### config.mk
export PLATFORM = sky130hd
export DESIGN_NAME = serial_transmitter
export DESIGN_NICKNAME = d
export VERILOG_FILES = /design/src/rtl/serial_transmitter.sv
export SDC_FILE = /design/constraint.sdc
export NUM_CORES = 1
export LEC_CHECK = 0
export CAP_MARGIN = 10
export CELL_PAD_IN_SITES_DETAIL_PLACEMENT = 1
export CELL_PAD_IN_SITES_GLOBAL_PLACEMENT = 1
export CORE_MARGIN = 2
export CORE_UTILIZATION = 42
export DETAILED_ROUTE_END_ITERATION = 8
export GPL_TIMING_DRIVEN = 1
export PLACE_DENSITY_LB_ADDON = 0.1
export SLEW_MARGIN = 20
export SYNTH_ARGS = -nofsm -noshare
export SYNTH_HDL_FRONTEND = slang
export SYNTH_SLANG_ARGS = --single-unit
### constraint.sdc
create_clock -name clk -period 2.45 [get_ports clk]
set_input_delay 0.245 -clock clk [delete_from_list [all_inputs] [get_ports clk]]
set_output_delay 0.245 -clock clk [all_outputs]
set_load 0.01 [all_outputs]
### src/rtl/serial_transmitter.sv
// Push-button serial transmitter: start bit, 8 data bits, optional even parity, stop bit.
// Optional parity bit enabled by defining SERIAL_TX_PARITY_EN.
module serial_transmitter #(
    parameter int BIT_PERIOD = 50000000,
    parameter bit LSB_FIRST  = 1'b1
) (
    input  logic       clk,
    input  logic       rst,
    input  logic       send_key,
    input  logic [7:0] data_in,
    output logic       ser_out,
    output logic       busy,
    output logic       done,
    output logic [7:0] LEDS
);

    localparam int CW = (BIT_PERIOD > 2) ? $clog2(BIT_PERIOD) : 1;
    localparam logic [CW-1:0] LAST_CNT = CW'(BIT_PERIOD - 1);

    typedef enum logic [2:0] {
        S_IDLE,
        S_START,
        S_DATA,
`ifdef SERIAL_TX_PARITY_EN
        S_PARITY,
`endif
        S_STOP
    } state_t;

    state_t        state_q, state_d;
    logic          key_meta_q, key_meta_d;
    logic          key_sync_q, key_sync_d;
    logic          key_prev_q, key_prev_d;
    logic [CW-1:0] cnt_q, cnt_d;
    logic [2:0]    bit_idx_q, bit_idx_d;
    logic [7:0]    shift_q, shift_d;
`ifdef SERIAL_TX_PARITY_EN
    logic          parity_q, parity_d;
`endif

    logic press;
    logic bit_end;

    // Key is active-low, so a press is a falling edge of the synchronized level.
    assign press   = key_prev_q & ~key_sync_q;
    assign bit_end = (cnt_q == LAST_CNT);

    // NOTE: state registers use non-blocking assignments only; all next-state math lives in always_comb.
    always_ff @(posedge clk) begin
        if (rst) begin
            state_q    <= S_IDLE;
            key_meta_q <= 1'b1;
            key_sync_q <= 1'b1;
            key_prev_q <= 1'b1;
            cnt_q      <= '0;
            bit_idx_q  <= '0;
            shift_q    <= '0;
`ifdef SERIAL_TX_PARITY_EN
            parity_q   <= 1'b0;
`endif
        end else begin
            state_q    <= state_d;
            key_meta_q <= key_meta_d;
            key_sync_q <= key_sync_d;
            key_prev_q <= key_prev_d;
            cnt_q      <= cnt_d;
            bit_idx_q  <= bit_idx_d;
            shift_q    <= shift_d;
`ifdef SERIAL_TX_PARITY_EN
            parity_q   <= parity_d;
`endif
        end
    end

    // NOTE: every signal gets a default at the top of the block so no latch can be inferred.
    always_comb begin
        state_d    = state_q;
        key_meta_d = send_key;
        key_sync_d = key_meta_q;
        key_prev_d = key_sync_q;
        cnt_d      = (state_q == S_IDLE || bit_end) ? '0 : cnt_q + 1'b1;
        bit_idx_d  = bit_idx_q;
        shift_d    = shift_q;
`ifdef SERIAL_TX_PARITY_EN
        parity_d   = parity_q;
`endif
        case (state_q)
            S_IDLE: begin
                if (press) begin
                    shift_d   = data_in;
                    bit_idx_d = '0;
`ifdef SERIAL_TX_PARITY_EN
                    parity_d  = ^data_in;
`endif
                    state_d   = S_START;
                end
            end
            S_START: begin
                if (bit_end) state_d = S_DATA;
            end
            S_DATA: begin
                if (bit_end) begin
                    shift_d   = LSB_FIRST ? {1'b0, shift_q[7:1]} : {shift_q[6:0], 1'b0};
                    bit_idx_d = bit_idx_q + 3'd1;
                    if (bit_idx_q == 3'd7) begin
`ifdef SERIAL_TX_PARITY_EN
                        state_d = S_PARITY;
`else
                        state_d = S_STOP;
`endif
                    end
                end
            end
`ifdef SERIAL_TX_PARITY_EN
            S_PARITY: begin
                if (bit_end) state_d = S_STOP;
            end
`endif
            S_STOP: begin
                if (bit_end) state_d = S_IDLE;
            end
            default: state_d = S_IDLE;
        endcase
    end

    always_comb begin
        ser_out = 1'b1;
        busy    = (state_q != S_IDLE);
        done    = 1'b0;
        case (state_q)
            S_START:  ser_out = 1'b0;
            S_DATA:   ser_out = LSB_FIRST ? shift_q[0] : shift_q[7];
`ifdef SERIAL_TX_PARITY_EN
            S_PARITY: ser_out = parity_q;
`endif
            S_STOP:   done = bit_end;
            default:  ser_out = 1'b1;
        endcase
    end

    assign LEDS = shift_q;

endmodule

==> results of run 1 <==
-- synth_stat cells --
| cell | instances |
|---|---|
| or3_1 | 4 |
| and2_1 | 1 |
| xnor2_1 | 11 |
| nor4b_1 | 1 |
| nand3b_1 | 2 |
| nand4_1 | 19 |
| a31o_2 | 1 |
| a31oi_1 | 8 |
| a41o_1 | 1 |
| nor4bb_1 | 1 |
| nand2_1 | 20 |
| o211ai_2 | 1 |
| nor4_1 | 14 |
| nor3b_1 | 1 |
| nor2_1 | 29 |
| nand4_4 | 1 |
| and4_1 | 1 |
| nor2b_1 | 3 |
| or3_2 | 2 |
| or2_2 | 3 |
| or4_4 | 1 |
| nand3_1 | 15 |
| nand4b_1 | 1 |
| o21ai_0 | 10 |
| mux2i_1 | 3 |
| inv_1 | 13 |
| nor3_1 | 6 |
| o311ai_0 | 3 |
| a21bo_2 | 1 |
| and3_1 | 3 |
| ha_1 | 7 |
| dfxtp_1 | 42 |
| buf_2 | 3 |
| clkbuf_1 | 13 |
| o211ai_1 | 3 |
| or4_1 | 6 |
| o31ai_1 | 4 |
| nand2b_1 | 9 |
| xor2_1 | 3 |
| nand4_2 | 1 |
| a21oi_1 | 18 |
-- cell type report --
type / instances / area [um2]
Fill cell: 644 / 2420
Multi-Input combinational cell: 218 / 1380
Sequential cell: 42 / 841
Timing Repair Buffer: 33 / 313
Tap cell: 70 / 87.6
Clock buffer: 6 / 72.6
Inverter: 13 / 48.8
Clock inverter: 2 / 37.5
-- cells in the final DEF (no fill, tap or decap), drive strengths merged, types with 7 or more instances in the layout --
cell type	netlist	layout
a21oi	18	18
a31oi	8	8
buf	3	12
clkdlybuf4s50	0	21
dfxtp	42	42
ha	7	7
inv	13	13
nand2	20	20
nand2b	9	9
nand3	15	15
nand4	21	21
nor2	29	29
nor4	14	14
o21ai	10	10
or4	7	7
xnor2	11	11
-- cells by family (layout without fill, tap and decap cells) --
logic type,count (synthesis),count (layout)
compound gates,50,50
xor+xnor,14,14
mux,3,3
fa+ha+maj,7,7
buf+inv,29,54
flops,42,42
simple gates,144,144
-- critical path, delay by kind of cell, from the launching register on --
| family | cells | cell delay (ns) |
|---|---|---|
| AND/OR/NAND/NOR | 3 | 0.82 |
| buffers and inverters | 1 | 0.54 |
| flip-flops | 1 | 0.42 |
-- metrics by stage --
step	instances	instance area, um2	total power [W]	hold WS, ns
after floorplan	289	2310	0.00104	0.349
after global placement	376	2650	0.00122	0.393
after detailed placement	376	2650	0.00124	0.403
after CTS	384	2770	0.00180	0.423
after global routing	384	2780	0.00188	0.437
final	384	2780	0.00179	0.418
-- power groups by stage --
| stage | clock network, W | logic, W | registers (W) |
|---|---|---|---|
| floorplan | 0 | 0.000286 | 0.000758 |
| global placement | 0 | 0.000467 | 0.000756 |
| detailed placement | 0 | 0.000478 | 0.000760 |
| CTS | 0.000577 | 0.000483 | 0.000744 |
| global route | 0.000600 | 0.000534 | 0.000750 |
| finish | 0.000565 | 0.000483 | 0.000745 |
-- metal layers --
metal | vias up | share of wire (%) | GRT usage (%)
met1 | 1106 | 50 | 31.5
met5 | - | 0 | 0
met4 | 0 | 0.88 | 7.02
li1 | 1110 | - | -
met2 | 29 | 46 | 35.4
met3 | 7 | 2.3 | 3.68
-- final timing paths --
kind                                       startpoint  slack (ns)                     to
worst max-delay path             cnt_q[20]$_SDFF_PP0_        0.12                   done
worst min-delay path            key_meta_q$_SDFF_PP1_        0.42  key_prev_d$_SDFF_PP1_
worst max register to register    cnt_q[0]$_SDFF_PP0_        0.26   cnt_q[22]$_SDFF_PP0_
worst min register to register  key_meta_q$_SDFF_PP1_        0.42  key_prev_d$_SDFF_PP1_
-- sequential cells by signal (all words and copies together), names as in the netlist --
| signal | count |
|---|---|
| key_prev_d | 1 |
| state_q | 2 |
| bit_idx_q | 3 |
| LEDS | 8 |
| key_meta_q | 1 |
| key_prev_q | 1 |
| cnt_q | 26 |
-- repair_timing --
action / 4_1_cts / 5_1_grt
pin swaps: 1 / 0
setup endpoints to repair: 1 / 2
gates resized for setup: 2 / 2
==> results.py, run 1 <==
metrics = {
    "run_status": {
        "status": "finished, final reports clean",
    },
    "final_layout": {
        "drive_gt1_share_pct": 10.8,
        "area_growth_pct": 20.6,
        "layout.nets": 331,
        "final_util_pct": 53.4,
        "diodes": 0,
    },
    "synth": {
        "synthMuxAreaShare_pct": 1.30,
        "netlist_instances": 289,
        "synth_xor_area_share_pct": 5.31,
        "synth_nets": 307,
        "ys_seq_area_share_pct": 36.4,
        "synth_top_family_by_area": "simple AND/OR/NAND/NOR gates",
        "synth_top_area_cell": "dfxtp_1",
        "synth_fa_ha_area_share_pct": 3.80,
        "synth_compound_area_share_pct": 13.4,
        "mappedNetlistArea_um2": 2310,
        "ys_seq_elements": 42,
        "yosysWarnings": 0,
        "ys_types": 41,
        "avgSynthCellArea_um2": 7.98,
        "synth_area_leaders": "dfxtp_1 (36%), nand4_1 (5.2%), nor2_1 (4.7%)",
        "yosys.area_share.simple_pct": 34.8,
        "yosysTopAreaCellShare_pct": 36.4,
    },
    "pwr": {
        "swShare_pct": 31.8,
        "p_sw_w": 0.000569,
        "p_int_w": 0.00122,
        "power_frac_seq_pct": 41.6,
        "leakagePower_nw": 0.918,
        "p_per_area_nw_per_um2": 644,
        "comb_power_share_pct": 26.9,
        "ir_drop_uv": 350,
        "p_clk_share_pct": 31.5,
    },
    "sta": {
        "skew_ns": 0.0112,
        "fin_tns_setup_ns": 0,
        "fin_crit_sh_pct": 95.2,
        "fin_ws_ns": 0.119,
        "maxSlewViolCount": 0,
        "fin_crit_ns": 2.33,
        "max_freq_ghz": 0.429,
        "finalHoldViolations": 0,
        "slew_headroom_pct": 57.4,
        "tightestPinTransition_ns": 0.633,
        "setup_viol": 0,
        "rsz0062_at_grt": "no",
    },
    "global_routing": {
        "grt_max_degree": 31,
        "first_global_vias": 2262,
        "antenna_found_initial": 0,
        "grt_overflow": 0,
        "grt_use_total_pct": 22.5,
        "grt_pass1_wl_mm": 11.2,
    },
    "worst_setup_path": {
        "worstPathRequired_ns": 2.20,
        "cp_cell_sequence": "nand4_1 -> nor4_4 -> and3_1 -> clkdlybuf4s50_1",
        "start_kind": "register",
        "worstPathMaxFanout": 6,
        "r2r_cells": 5,
        "slowest_stage": "clkdlybuf4s50_1",
        "cp.arrival_ns": 2.09,
        "end_kind": "output pin",
        "crit_path_max_incr_delay_ns": 0.54,
        "worstSetupPathType": "register to output pin",
    },
    "floorplanning": {
        "die_w_um": 78.1,
        "io_pins": 22,
        "coreArea_um2": 5200,
        "start_util_pct": 44.3,
        "die_h_um": 78.1,
        "num_rows": 26,
        "die-area_um2": 6100,
    },
    "clock_network": {
        "cts_buffers": 5,
        "cts_setup_buffers": 0,
        "path_clk_slew_ns": 0.09,
        "ctsHoldBuffers": 0,
        "cts.htree.levels": 2,
        "cts_tree": "yes",
        "cts.sinks": 42,
        "cts_max_path_buffers": 2,
        "root_buffer": "clkbuf_8",
        "clkLatencyLatePin_ns": 0.30,
    },
    "drt": {
        "avgViaCountPerCell": 5.86,
        "post-route-drc-count": 0,
        "wl_per_cell_um": 16.9,
        "drtIter0Drc": 157,
        "via_count": 2252,
        "postRouteAntennaNets": 0,
        "wirelength_mm": 6.49,
        "dr.pass1.iters": 4,
    },
    "hold_path": {
        "worstHoldPathCells": 1,
        "hold_class": "register to register",
    },
    "flow_run": {
        "drv_cap": 0,
    },
    "place": {
        "port_buffers": 21,
        "gp_congestion": 0.818,
        "place_ws_ns": 0.147,
        "dp_hpwl_mm": 4.42,
    },
}
Note: power is estimated with default switching activity, not from simulation.
==> run 2, diff against run 1 <==
--- a/config.mk
+++ b/config.mk
@@ -5,7 +5,7 @@
 export SDC_FILE = /design/constraint.sdc
 export NUM_CORES = 1
 export LEC_CHECK = 0
-export CAP_MARGIN = 10
+export CAP_MARGIN = 0
 export CELL_PAD_IN_SITES_DETAIL_PLACEMENT = 1
 export CELL_PAD_IN_SITES_GLOBAL_PLACEMENT = 1
 export CORE_MARGIN = 2
==> results of run 2 <==
No change in the layout: final DEF, timing and power equal those of run 1.
